`src/rtl/ddmtd_tag_pairer.sv`:
```
// ---------------------------------------------------------------------------
// ddmtd_tag_pairer
//
// Pairs DDMTD deglitcher tags from a reference channel (A) and a measured
// channel (B) in the clk_ddmtd_i domain. Each A edge is matched with the
// B edge that arrives within a programmable window, and the modular phase
// difference (tag_b - tag_a) is emitted. The A beat period (difference
// between consecutive A tags) is also emitted. Tags that never find a
// partner are counted in a saturating orphan counter.
//
// Optional build feature (macro DDMTD_PHASE_AVG_EN):
//   When defined, emitted phases are treated as two's complement, summed
//   over 2^AVG_LOG2 samples and the arithmetic mean is emitted on
//   avg_phase_o / avg_phase_p_o. When undefined, both outputs are 0.
//
// Ports:
//   clk_ddmtd_i     DDMTD sampling clock (only clock)
//   rst_ddmtdclk_i  asynchronous active-high reset
//   tag_a_i/_p_i    reference tag and 1-cycle valid pulse
//   tag_b_i/_p_i    measured tag and 1-cycle valid pulse
//   pair_window_i   max wait (cycles after capture) for the partner tag
//   phase_o/_p_o    (tag_b - tag_a) mod 2^W and valid pulse
//   period_o/_p_o   consecutive A tag difference and valid pulse
//   orphan_cnt_o    saturating count of discarded tags
//   avg_phase_o/_p_o averaged phase and valid pulse (optional feature)
// ---------------------------------------------------------------------------
module ddmtd_tag_pairer #(
    parameter int unsigned COUNTER_BIT_WIDTH = 16,
    parameter int unsigned AVG_LOG2          = 4
) (
    input  logic                         clk_ddmtd_i,
    input  logic                         rst_ddmtdclk_i,
    input  logic [COUNTER_BIT_WIDTH-1:0] tag_a_i,
    input  logic                         tag_a_p_i,
    input  logic [COUNTER_BIT_WIDTH-1:0] tag_b_i,
    input  logic                         tag_b_p_i,
    input  logic [COUNTER_BIT_WIDTH-1:0] pair_window_i,
    output logic [COUNTER_BIT_WIDTH-1:0] phase_o,
    output logic                         phase_p_o,
    output logic [COUNTER_BIT_WIDTH-1:0] period_o,
    output logic                         period_p_o,
    output logic [15:0]                  orphan_cnt_o,
    output logic [COUNTER_BIT_WIDTH-1:0] avg_phase_o,
    output logic                         avg_phase_p_o
);

    typedef enum logic [1:0] {
        IDLE   = 2'b00,
        HAVE_A = 2'b01,
        HAVE_B = 2'b10
    } state_t;

    state_t                         state_q, state_d;
    logic [COUNTER_BIT_WIDTH-1:0]   stored_a_q, stored_a_d;
    logic [COUNTER_BIT_WIDTH-1:0]   stored_b_q, stored_b_d;
    logic [COUNTER_BIT_WIDTH-1:0]   timer_q, timer_d;
    logic [COUNTER_BIT_WIDTH-1:0]   phase_q, phase_d;
    logic                           phase_p_q, phase_p_d;
    logic [COUNTER_BIT_WIDTH-1:0]   period_q, period_d;
    logic                           period_p_q, period_p_d;
    logic [COUNTER_BIT_WIDTH-1:0]   prev_a_q, prev_a_d;
    logic                           prev_a_vld_q, prev_a_vld_d;
    logic [15:0]                    orphan_q, orphan_d;
    logic                           orphan_inc;

    // ------------------------------------------------------------------
    // Pairing FSM, period tracking and orphan accounting
    // ------------------------------------------------------------------
    always_comb begin
        state_d      = state_q;
        stored_a_d   = stored_a_q;
        stored_b_d   = stored_b_q;
        timer_d      = timer_q;
        phase_d      = phase_q;
        phase_p_d    = 1'b0;
        period_d     = period_q;
        period_p_d   = 1'b0;
        prev_a_d     = prev_a_q;
        prev_a_vld_d = prev_a_vld_q;
        orphan_inc   = 1'b0;

        // Period runs independently of pairing: every A after the first.
        if (tag_a_p_i) begin
            prev_a_d     = tag_a_i;
            prev_a_vld_d = 1'b1;
            if (prev_a_vld_q) begin
                period_d   = tag_a_i - prev_a_q;
                period_p_d = 1'b1;
            end
        end

        case (state_q)
            IDLE: begin
                if (tag_a_p_i && tag_b_p_i) begin
                    phase_d   = tag_b_i - tag_a_i;
                    phase_p_d = 1'b1;
                end else if (tag_a_p_i) begin
                    stored_a_d = tag_a_i;
                    timer_d    = '0;
                    state_d    = HAVE_A;
                end else if (tag_b_p_i) begin
                    stored_b_d = tag_b_i;
                    timer_d    = '0;
                    state_d    = HAVE_B;
                end
            end

            HAVE_A: begin
                // Partner is checked before the timeout so a partner on
                // the timeout cycle still pairs.
                if (tag_b_p_i) begin
                    phase_d   = tag_b_i - stored_a_q;
                    phase_p_d = 1'b1;
                    if (tag_a_p_i) begin
                        stored_a_d = tag_a_i;
                        timer_d    = '0;
                    end else begin
                        state_d = IDLE;
                    end
                end else if (tag_a_p_i) begin
                    orphan_inc = 1'b1;
                    stored_a_d = tag_a_i;
                    timer_d    = '0;
                end else if (timer_q >= pair_window_i) begin
                    orphan_inc = 1'b1;
                    state_d    = IDLE;
                end else begin
                    timer_d = timer_q + COUNTER_BIT_WIDTH'(1);
                end
            end

            HAVE_B: begin
                if (tag_a_p_i) begin
                    phase_d   = stored_b_q - tag_a_i;
                    phase_p_d = 1'b1;
                    if (tag_b_p_i) begin
                        stored_b_d = tag_b_i;
                        timer_d    = '0;
                    end else begin
                        state_d = IDLE;
                    end
                end else if (tag_b_p_i) begin
                    orphan_inc = 1'b1;
                    stored_b_d = tag_b_i;
                    timer_d    = '0;
                end else if (timer_q >= pair_window_i) begin
                    orphan_inc = 1'b1;
                    state_d    = IDLE;
                end else begin
                    timer_d = timer_q + COUNTER_BIT_WIDTH'(1);
                end
            end

            default: begin
                state_d = IDLE;
            end
        endcase

        if (orphan_inc && (orphan_q != '1)) begin
            orphan_d = orphan_q + 16'd1;
        end else begin
            orphan_d = orphan_q;
        end
    end

    always_ff @(posedge clk_ddmtd_i or posedge rst_ddmtdclk_i) begin
        if (rst_ddmtdclk_i) begin
            state_q      <= IDLE;
            stored_a_q   <= '0;
            stored_b_q   <= '0;
            timer_q      <= '0;
            phase_q      <= '0;
            phase_p_q    <= 1'b0;
            period_q     <= '0;
            period_p_q   <= 1'b0;
            prev_a_q     <= '0;
            prev_a_vld_q <= 1'b0;
            orphan_q     <= '0;
        end else begin
            state_q      <= state_d;
            stored_a_q   <= stored_a_d;
            stored_b_q   <= stored_b_d;
            timer_q      <= timer_d;
            phase_q      <= phase_d;
            phase_p_q    <= phase_p_d;
            period_q     <= period_d;
            period_p_q   <= period_p_d;
            prev_a_q     <= prev_a_d;
            prev_a_vld_q <= prev_a_vld_d;
            orphan_q     <= orphan_d;
        end
    end

    assign phase_o      = phase_q;
    assign phase_p_o    = phase_p_q;
    assign period_o     = period_q;
    assign period_p_o   = period_p_q;
    assign orphan_cnt_o = orphan_q;

    // ------------------------------------------------------------------
    // Optional phase averaging
    // ------------------------------------------------------------------
`ifdef DDMTD_PHASE_AVG_EN
    localparam int unsigned ACC_W = COUNTER_BIT_WIDTH + AVG_LOG2;

    logic [ACC_W-1:0]             acc_q, acc_d;
    logic [AVG_LOG2-1:0]          cnt_q, cnt_d;
    logic [COUNTER_BIT_WIDTH-1:0] avg_q, avg_d;
    logic                         avg_p_q, avg_p_d;
    logic [ACC_W-1:0]             sample_ext;
    logic [ACC_W-1:0]             acc_sum;

    // Samples are taken from the registered phase, so the average pulse
    // lands one cycle after the last sample's phase_p_o.
    always_comb begin
        sample_ext = {{AVG_LOG2{phase_q[COUNTER_BIT_WIDTH-1]}}, phase_q};
        acc_sum    = acc_q + sample_ext;
        acc_d      = acc_q;
        cnt_d      = cnt_q;
        avg_d      = avg_q;
        avg_p_d    = 1'b0;
        if (phase_p_q) begin
            if (cnt_q == '1) begin
                avg_d   = COUNTER_BIT_WIDTH'($signed(acc_sum) >>> AVG_LOG2);
                avg_p_d = 1'b1;
                acc_d   = '0;
                cnt_d   = '0;
            end else begin
                acc_d = acc_sum;
                cnt_d = cnt_q + AVG_LOG2'(1);
            end
        end
    end

    always_ff @(posedge clk_ddmtd_i or posedge rst_ddmtdclk_i) begin
        if (rst_ddmtdclk_i) begin
            acc_q   <= '0;
            cnt_q   <= '0;
            avg_q   <= '0;
            avg_p_q <= 1'b0;
        end else begin
            acc_q   <= acc_d;
            cnt_q   <= cnt_d;
            avg_q   <= avg_d;
            avg_p_q <= avg_p_d;
        end
    end

    assign avg_phase_o   = avg_q;
    assign avg_phase_p_o = avg_p_q;
`else
    // AVG_LOG2 only shapes the averaging path; without it nothing is built.
    if (AVG_LOG2 == 0) begin : g_no_avg
    end

    assign avg_phase_o   = '0;
    assign avg_phase_p_o = 1'b0;
`endif

endmodule

```
`config.mk`:
```
export PLATFORM = sky130hd
export DESIGN_NAME = ddmtd_tag_pairer
export DESIGN_NICKNAME = d
export VERILOG_FILES = /design/src/rtl/ddmtd_tag_pairer.sv
export SDC_FILE = /design/constraint.sdc
export NUM_CORES = 1
export LEC_CHECK = 0
export CORE_MARGIN = 2
export CORE_UTILIZATION = 40
export CTS_CLUSTER_DIAMETER = 50
export DETAILED_ROUTE_END_ITERATION = 7
export DONT_BUFFER_PORTS = 1
export HOLD_SLACK_MARGIN = 0.06
export PLACE_DENSITY = 0.64
export REMOVE_ABC_BUFFERS = 1
export SYNTH_ARGS = -nofsm -noshare
export SYNTH_HDL_FRONTEND = slang
export SYNTH_SLANG_ARGS = --single-unit
```
`constraint.sdc`:
```
create_clock -name clk_ddmtd_i -period 6.34 [get_ports clk_ddmtd_i]
set_input_delay 0.634 -clock clk_ddmtd_i [delete_from_list [all_inputs] [get_ports clk_ddmtd_i]]
set_output_delay 0.634 -clock clk_ddmtd_i [all_outputs]
set_load 0.03 [all_outputs]
```
* Word level (Yosys, flattened, before mapping)
Index checks and enable logic that the tools add are counted.
Storage, ports and cells: bits in registers 117, input port bits 52, logic and storage cells 86
Cells by class: add/sub/neg operators 6, $lt $le $gt $ge 1, equal/unequal tests 12, muxes and demuxes 44, reduce and logical (&&, ||, !) cells 12
Operators by type and width (count):
- $mux 16 | 17
- $pmux 16 s3 | 2
- $pmux 16 s2 | 2
- $sub 16x16->16 | 4
- $add 16x1->16 const B | 2
- $mux 2 | 10
- $ge 16x16->1 | 1
- $ne 16x16->1 const B | 1
- $ne 2x2->1 const B | 7
- $mux 1 | 10
- $reduce_and 4->1 | 2
- $ne 3x3->1 const B | 2
- $pmux 2 s3 | 1
- $reduce_and 3->1 | 2
- $reduce_and 2->1 | 2
- $reduce_bool 2->1 | 2
- $pmux 1 s3 | 1
- $reduce_bool 3->1 | 1
- $eq 2x1->1 const B | 1
- $eq 2x2->1 const B | 1
- $logic_and 1x1->1 | 2
- $logic_not 2->1 | 1
- $pmux 1 s2 | 1

* Longest topological paths before layout
Gate-level depths: netlist of the first run.
depth after elaboration 6, depth in mapped cells 16, depth with buffers taken out 14

* Least setup slack after synthesis of the first run
OpenSTA, ideal clock, no wires.
path type reg-to-reg, start point register state_q[0], end point register phase_q[14], in the netlist phase_o[14], arrival 3364 ps, setup slack 2894 ps, cell stages (with the launch flop) 17, period minus slack after synthesis 3446 ps, path through dfrtp_1 inv_1 ha_1 buf_1 clkbuf_1 mux2i_1 ha_1 inv_1 fa_1 a21oi_1 nand4b_1 a211oi_1 o31ai_1 o21ai_0 xor2_1 nand2_1 a31oi_1
Between the ends: cells in the longest elaborated chain, start to end 3
RTL lines:
- start: declaration | line 53 | state_t state_q, state_d;
- start signal: assignment | line 180 | state_q <= state_d;
- $eq 2x1->1, or another cell as far along | line 92 | case (state_q)
- $ne 2x2->1 (no source line) or $reduce_bool 3->1 (tied branches)
- $reduce_and 4->1 (no source line)
- end signal: assignment | line 184 | phase_q <= phase_d;
- end: declaration | line 57 | logic [COUNTER_BIT_WIDTH-1:0] phase_q, phase_d;
Several ways; a longest one is shown, not always the timed one. A chain may end at the register's enable or synchronous reset.

* Final worst setup path of the first run
start point register state_q[0], end point register phase_q[15], in the netlist phase_o[15]
Same word-level chain as after synthesis.

==> results of run 1 <==
## cell families after synthesis
logic type,count (synthesis),synth area share [%]
adder cells (fa/ha/maj),71,11.6
multiplexers,40,5.66
AO/OA/AOI/OAI,227,18.2
buffers and inverters,124,6.79
other,1,0.0478
AND/OR/NAND/NOR,232,14.4
XOR/XNOR,54,6.03
flip-flops,117,37.3
## worst paths after layout
kind                                 end           start  cells after the start  slack, ps
max                          phase_o[15]      state_q[0]                     12       2890
min                           timer_q[3]  rst_ddmtdclk_i                      1        210
max in group asynchronous  stored_b_q[6]  rst_ddmtdclk_i                      2       4850
min reg2reg                 prev_a_vld_q    prev_a_vld_q                      1        460
max reg2reg                  phase_o[15]      state_q[0]                     12       2890
min in group clk_ddmtd_i     prev_a_q[1]       tag_a_p_i                      1        330
## per-stage QoR
step / total power [mW] / setup slack [ps] / cell area, um2
4_1_cts: 3.73 / 2920 / 8630
5_1_grt: 3.96 / 2620 / 8630
2_1_floorplan: 2.43 / 2610 / 7670
3_5_place_dp: 2.77 / 2930 / 8060
6_report: 3.69 / 2890 / 8630
3_3_place_gp: 2.74 / 3030 / 8060
## critical path: stages, from the launching register on
cell and delay [ps]:
dfrtp_1 430, inv_1 110, ha_1 150, buf_4 300, mux2_2 380, ha_1 350
a21o_1 200, nor4_1 500, o31ai_1 240, a31oi_1 220, a21oi_1 100, xnor2_1 150
a221oi_2 240
## final cells by class
| class | count | area, um2 |
|---|---|---|
| clock inverters | 12 | 130 |
| multi-input cells | 641 | 4450 |
| inverters | 79 | 299 |
| flip-flops and latches | 117 | 2930 |
| fillers | 1895 | 10700 |
| repair buffers | 6 | 45.0 |
| well taps | 265 | 332 |
| clock buffers | 20 | 447 |
## cell usage in the layout, fill, tap and decap left out, types with 4 or more instances in the layout
master / instances
nand3_1: 20
o21a_1: 10
a211oi_1: 4
conb_1: 17
nor3_1: 14
clkbuf_16: 17
a21oi_1: 44
xor2_1: 17
and2_1: 8
ha_1: 68
o31ai_1: 8
xnor2_1: 37
nand2_1: 88
a21boi_0: 4
and3_1: 15
a31oi_1: 14
dfrtp_1: 117
mux2i_1: 5
mux2_2: 35
or3_1: 4
inv_1: 77
nand2b_1: 11
nand4_1: 14
o21ai_0: 93
o211ai_1: 6
and4_1: 4
nor2_1: 35
a21o_1: 14
nor2b_1: 8
clkinv_2: 4
buf_4: 6
## where the power goes
group / switching, mW / total, mW / internal, mW
Combinational: 0.825 / 1.47 / 0.648
Clock: 0.344 / 0.932 / 0.588
Sequential: 0.324 / 1.28 / 0.957
## sequential cells by signal, indices dropped and copies added, names as in the netlist
name,cells
orphan_cnt_o,16
period_o,16
phase_o,16
prev_a_q,16
stored_a_q,16
stored_b_q,16
timer_q,16
state_q,2
period_p_o,1
phase_p_o,1
prev_a_vld_q,1
## routing by layer
metal  GRT usage (%)  up-vias  routed length, um
li1                -     2996                  -
met1            22.2     2674               8040
met2            27.8      119               8050
met3            5.23        8               1080
met4            5.42        0                143
met5               0        -                  0
==> results.yml, run 1 <==
synthesis:
  synth.top_cell.area_share_pct: 37.3
  netlist_area_um2: 7850
  synth_cell_type_count: 62
  ys_async_sr_fraction_pct: 100
  synth_ff_type: "dfrtp_1"
  syn_inst: 866
  synth_edf_count: 0
  ys_ff_latch: 117
  yosys-top-cells-count: "117 x dfrtp_1, 94 x o21ai_0, 88 x nand2_1, 78 x inv_1, 68 x ha_1"
  avgSynthCellArea_um2: 9.06
  ys.warnings.count: 0
  netlist_top_cells_area: "dfrtp_1 37%, ha_1 11%, o21ai_0 6.0%, mux2_2 5.0%, nand2_1 4.2%"
  ys_seq_area_share_pct: 37.3
  yosysMostFrequentCell: "dfrtp_1"
  yosysTopAreaCell: "dfrtp_1"
global_route:
  antenna_found_initial: 0
  grt-ovfl-total: 0
  grtUsageTotal_pct: 17.2
  grt_pass1_wl_um: 28100
  grt_pass1_vias: 5696
  grt_max_degree: 66
critical_path:
  cp.arrival_ps: 3770
  worst-setup-path-type: "flop to flop"
  cp_max_fo: 22
  worstPathRequired_ps: 6660
  start_kind: "flop"
  endpoint_kind: "flop"
floorplan:
  fp-row-count: 51
  die_area_um2: 20800
  pin_count: 119
  coreArea_um2: 19300
  initial_utilization_pct: 40.6
  die_w_um: 144
  die_h_um: 144
timing:
  fmax_mhz: 290
  setup-violations-final: 0
  hold_ws_ps: 206
  report.final.slew_viol_count: 0
  finalCriticalPeriod_ps: 3450
  grt_setup_unrepaired: "no"
  slew-limit-headroom_pct: 20.7
  tightestPinTransition_ps: 1180
  finalHoldViolations: 0
  fin_crit_sh_pct: 54.4
  skew_ps: 9.48
  tns_ps: 0
place:
  dp_hpwl_um: 12900
  dp_cells: 1108
  gp_congestion: 0.835
  io_buffers: 0
route:
  route.vias.total: 5797
  postRouteAntennaNets: 0
  wl_per_cell_um: 15.2
  drt_iter0_drc: 192
  avgViaCountPerCell: 5.09
  wl_um: 17300
  firstDrtPassIters: 5
  drc: 0
clock_tree:
  cts-root-buf: "clkbuf_16"
  cts_tree: "built"
  cts_setup_buffers: 0
  clk_pin_slew_ps: 50
  cts_max_level: 4
  cts_made_buffers: 17
  worst_skew_pair.late_latency_ps: 410
  cts-resized-gates: 0
  holdBufCountCts: 0
  clk_path_buf_depth: 2
  clkSinkCount: 117
run_status:
  status: "complete, no violations"
final_layout:
  area_delta_synth_final_pct: 10.0
  final_util_pct: 44.7
  antennaDiodeCount: 0
  drive_above_1_share_pct: 9.49
  nets: 985
  finalNonFillerCells: 1140
worst_hold_path:
  hp-class: "primary input to async pin"
run:
  maxCapViolCount: 0
pwr:
  power_density_nw_per_um2: 427
  irDropWorstVdd_mv: 0.206
  p_leak_nw: 4.00
(Power assumes the default switching activity.)
==> run 2: changes to the inputs <==
clock period = 3.4 ns   (was 6.34 ns; I/O delays follow)
==> run 2 against run 1 <==
First-iteration DRC count is 34% higher. Clock power is 82% higher. Final cell count is 2.8% higher. Sequential share of layout area is 1.2 points lower. Critical path type unchanged. Highest routed layer unchanged.
==> results.yml, run 2 (synthesis results as in run 1) <==
run_status:
  status: "complete, no violations"
global_route:
  grt_pass1_wl_um: 28500
  grt_max_degree: 69
  grt_pass1_vias: 5688
  grtUsageTotal_pct: 17.5
  antenna_found_initial: 0
  grt-ovfl-total: 0
floorplan:
  coreArea_um2: 19300
  initial_utilization_pct: 40.6
  die_w_um: 144
  die_area_um2: 20800
  fp-row-count: 51
  die_h_um: 144
  pin_count: 119
critical_path:
  path_cells: "inv_1 > ha_4 > mux2_2 > ha_1 > nand3_1 > a21oi_1 > nor4_1 > o31ai_1 > a31oi_1 > a21oi_1 > xnor2_1 > a221oi_2"
  start_kind: "flop"
  cp.arrival_ps: 3400
  cp_max_fo: 10
  cp_top_family: "compound AO/OA/AOI/OAI gates"
  worstPathRequired_ps: 3730
  endpoint_kind: "flop"
  cp_common_cell: "a21oi_1"
  crit_slowest_cell: "o31ai_1"
  worst-setup-path-type: "flop to flop"
  crit_path_max_incr_delay_ps: 470
  critPathBufInv: 1
route:
  firstDrtPassIters: 4
  wl_per_cell_um: 15.1
  postRouteAntennaNets: 0
  drc: 0
  route.vias.total: 5959
  drt_iter0_drc: 257
  wl_um: 17700
  avgViaCountPerCell: 5.08
clock_tree:
  clk_pin_slew_ps: 60
  cts_setup_buffers: 0
  clk_path_buf_depth: 2
  cts_made_buffers: 17
  cts_tree: "built"
  worst_skew_pair.late_latency_ps: 410
  clkSinkCount: 117
  cts-root-buf: "clkbuf_16"
  cts_max_level: 4
pwr:
  p_leak_nw: 4.14
  irDropWorstVdd_mv: 0.418
  power_density_nw_per_um2: 779
final_layout:
  nets: 1017
  antennaDiodeCount: 0
  final_common_cell: "dfrtp_1"
  area_delta_synth_final_pct: 14.1
  drive_above_1_share_pct: 10.3
  regArea_um2: 2930
  finalNonFillerCells: 1172
  final_cell_mix: "117 x dfrtp_1, 93 x o21ai_0, 88 x nand2_1"
  multi_input_area_um2: 4470
  final_area_um2: 8950
  nFillCells: 1855
worst_hold_path:
  hp-class: "primary input to flop"
run:
  maxCapViolCount: 0
timing:
  fmax_mhz: 325
  tightestPinTransition_ps: 947
  skew_ps: 10.8
  report.final.slew_viol_count: 0
  fin_crit_sh_pct: 90.4
  slew-limit-headroom_pct: 36.7
  setup-violations-final: 0
  grt_setup_unrepaired: "no"
  finalHoldViolations: 0
  finalCriticalPeriod_ps: 3070
place:
  gp_congestion: 0.883
  io_buffers: 0
  dp_cells: 1118
  placed_area_um2: 8160
  dp_hpwl_um: 13100
[run 2: report_power, final]
group	switching [mW]	internal [mW]	total (mW)
logic	1.57	1.31	2.89
clock network	0.614	1.09	1.70
registers	0.604	1.79	2.39
[run 2: layout make-up]
type,count,area share [%]
Clock buffer,22,5.07
Clock inverter,10,1.19
Inverter,79,3.34
Multi-Input combinational cell,641,49.9
Sequential cell,117,32.7
Tap cell,265,3.70
Timing Repair Buffer,38,4.08
[run 2: worst paths after layout]
path	to	slack, ps	depth (start not counted)	start
worst max register to register	phase_o[15]	330	12	state_q[0]
max in group asynchronous	stored_b_q[11]	2100	3	rst_ddmtdclk_i
min in group asynchronous	phase_o[1]	520	2	rst_ddmtdclk_i
worst max-delay path	phase_o[15]	330	12	state_q[0]
worst min register to register	prev_a_vld_q	460	1	prev_a_vld_q
worst min-delay path	prev_a_q[5]	80	2	tag_a_p_i
[run 2: repair_timing]
action                                 CTS  global route
endpoints found under the hold margin   69             1
hold buffers                            21             1
setup endpoints to repair                0             6
resized for setup                        0             3
[run 2: per-layer routing]
layer	track usage (%)	vias up	share of wire [%]
li1	-	3060	-
met1	22.8	2750	47
met2	28.1	134	45
met3	5.36	15	5.8
met4	5.06	0	1.6
met5	0	-	0
[run 2: metrics by stage]
stage | TNS [ps] | hold slack (ps) | worst slack [ps] | util [%] | total power, mW
6_report | 0 | 77.0 | 327 | 46.3 | 6.98
5_1_grt | 0 | 62.5 | 71.9 | 46.3 | 7.51
4_1_cts | 0 | 61.3 | 77.0 | 46.2 | 7.03
3_5_place_dp | 0 | 364 | 77.4 | 42.2 | 5.26
3_3_place_gp | 0 | 363 | 175 | 42.2 | 5.21
2_1_floorplan | -4770 | 437 | -40.8 | - | 4.53
==> run 3: changes to the inputs <==
PLACE_DENSITY = unset   (was 0.64)
PLACE_DENSITY_LB_ADDON = 0.12   (was unset)
==> run 3 against run 2 <==
Non-clock buffer count increased by 6. Maximum frequency decreased by 0.42%. Power increased by 1.3%. Highest routed layer unchanged. Combinational power about the same. Via count increased by 1.6%. Setup slack got worse by 13 ps. Critical path type unchanged. Sequential power about the same. First-iteration DRC count increased by 11%.
==> results.yml, run 3 (synthesis results as in run 1) <==
clock_tree:
  clkSinkCount: 117
  cts-root-buf: "clkbuf_16"
  cts_setup_buffers: 0
  worst_skew_pair.late_latency_ps: 420
  cts_made_buffers: 17
  clk_path_buf_depth: 2
  cts_tree: "built"
  cts_max_level: 4
  clk_pin_slew_ps: 50
final_layout:
  multi_input_area_um2: 4470
  final_util_pct: 46.7
  nets: 1023
  antennaDiodeCount: 0
  final_common_cell: "dfrtp_1"
  regArea_um2: 2930
  area_delta_synth_final_pct: 15.1
  drive_above_1_share_pct: 10.3
  final_cell_mix: "117 x dfrtp_1, 93 x o21ai_0, 88 x nand2_1"
  nFillCells: 1879
global_route:
  grtUsageTotal_pct: 18.4
  grt-ovfl-total: 0
  grt_pass1_vias: 6010
  grt_max_degree: 64
  grt_pass1_wl_um: 29900
  antenna_found_initial: 0
pwr:
  p_sw_mw: 2.84
  seqPwrFrac_pct: 33.6
  power_density_nw_per_um2: 782
  pwr-share-comb_pct: 41.4
  p_leak_nw: 4.17
  swShare_pct: 40.1
  p_int_mw: 4.23
  irDropWorstVdd_mv: 0.470
  fin_total_pwr_mw: 7.07
  p_clk_share_pct: 25.0
timing:
  tightestPinTransition_ps: 1010
  report.final.slew_viol_count: 0
  slew-limit-headroom_pct: 32.5
  hold_ws_ps: 75.0
  fmax_mhz: 324
  grt_setup_unrepaired: "no"
  finalCriticalPeriod_ps: 3090
  fin_crit_sh_pct: 90.8
  skew_ps: 14.3
  finalHoldViolations: 0
  tns_ps: 0
  setup-violations-final: 0
run:
  maxCapViolCount: 0
route:
  drc: 0
  wl_um: 18500
  postRouteAntennaNets: 0
  route.vias.total: 6052
  firstDrtPassIters: 5
  drt_iter0_drc: 284
  wl_per_cell_um: 15.7
  avgViaCountPerCell: 5.14
floorplan:
  initial_utilization_pct: 40.6
  die_area_um2: 20800
  die_h_um: 144
  fp-row-count: 51
  pin_count: 119
  die_w_um: 144
  coreArea_um2: 19300
critical_path:
  r2r_setup_slack_ps: 310
  worstPathRequired_ps: 3720
  endpoint_kind: "flop"
  cp_max_fo: 11
  ff2ff_path_depth: 12
  cp.arrival_ps: 3410
  start_kind: "flop"
  worst-setup-path-type: "flop to flop"
worst_hold_path:
  hp-class: "primary input to flop"
  holdPathStages: 1
place:
  dp_hpwl_um: 13500
  io_buffers: 0
  gp_congestion: 0.886
run_status:
  status: "complete, no violations"
## run 3: timing repair
action	4_1_cts	5_1_grt
resized for setup	0	3
endpoints found under the hold margin	71	10
setup endpoints to repair	0	7
hold buffers	19	10
## run 3: worst paths after layout
kind                                 from        endpoint
setup / recovery               state_q[0]     phase_o[15]
hold / removal                tag_b_i[12]  stored_b_q[12]
setup reg to reg               state_q[0]     phase_o[15]
hold reg to reg              prev_a_vld_q    prev_a_vld_q
max in group asynchronous  rst_ddmtdclk_i   stored_b_q[6]
min in group asynchronous  rst_ddmtdclk_i     phase_o[14]
## run 3: per-layer routing
metal	track usage, %	vias up	wire (um)
met5	0	-	0
met4	5.52	0	131
met3	6.09	8	1240
met2	30.1	145	8760
met1	23.0	2832	8360
li1	-	3067	-
## run 3: cell type report
type                       instances  share of cell area, %
clock buffer                      23                   5.40
clock inverter                     9                   1.11
multi-input combinational        641                   49.5
inverter                          79                   3.31
timing repair buffer              44                   4.60
tap                              265                   3.67
sequential                       117                   32.4
## run 3: through the flow
stage | cell area [um2] | cells | worst slack (ps)
floorplan | 7670 | 837 | -40.8
global placement | 8140 | 1117 | 145
detailed placement | 8140 | 1117 | 43.4
CTS | 8910 | 1168 | 15.5
global route | 9030 | 1178 | 71.1
finish | 9030 | 1178 | 314
## run 3: critical path, cell delays in order (launching register included)
cell and delay, ps:
dfrtp_1 370, inv_1 120, ha_4 250, mux2_2 350, ha_1 380, nand3_1 90
a21oi_1 180, nor4_1 100, o31ai_1 430, a31oi_1 150, a21oi_1 190, xnor2_1 120
a221oi_2 250
## run 3: power by group through the flow
| stage | clock network (mW) | logic (mW) | registers, mW |
|---|---|---|---|
| 2_1_floorplan | 0 | 2.22 | 2.31 |
| 3_3_place_gp | 0 | 2.80 | 2.40 |
| 3_5_place_dp | 0 | 2.87 | 2.40 |
| 4_1_cts | 1.82 | 2.91 | 2.38 |
| 5_1_grt | 1.88 | 3.29 | 2.43 |
| 6_report | 1.77 | 2.92 | 2.38 |
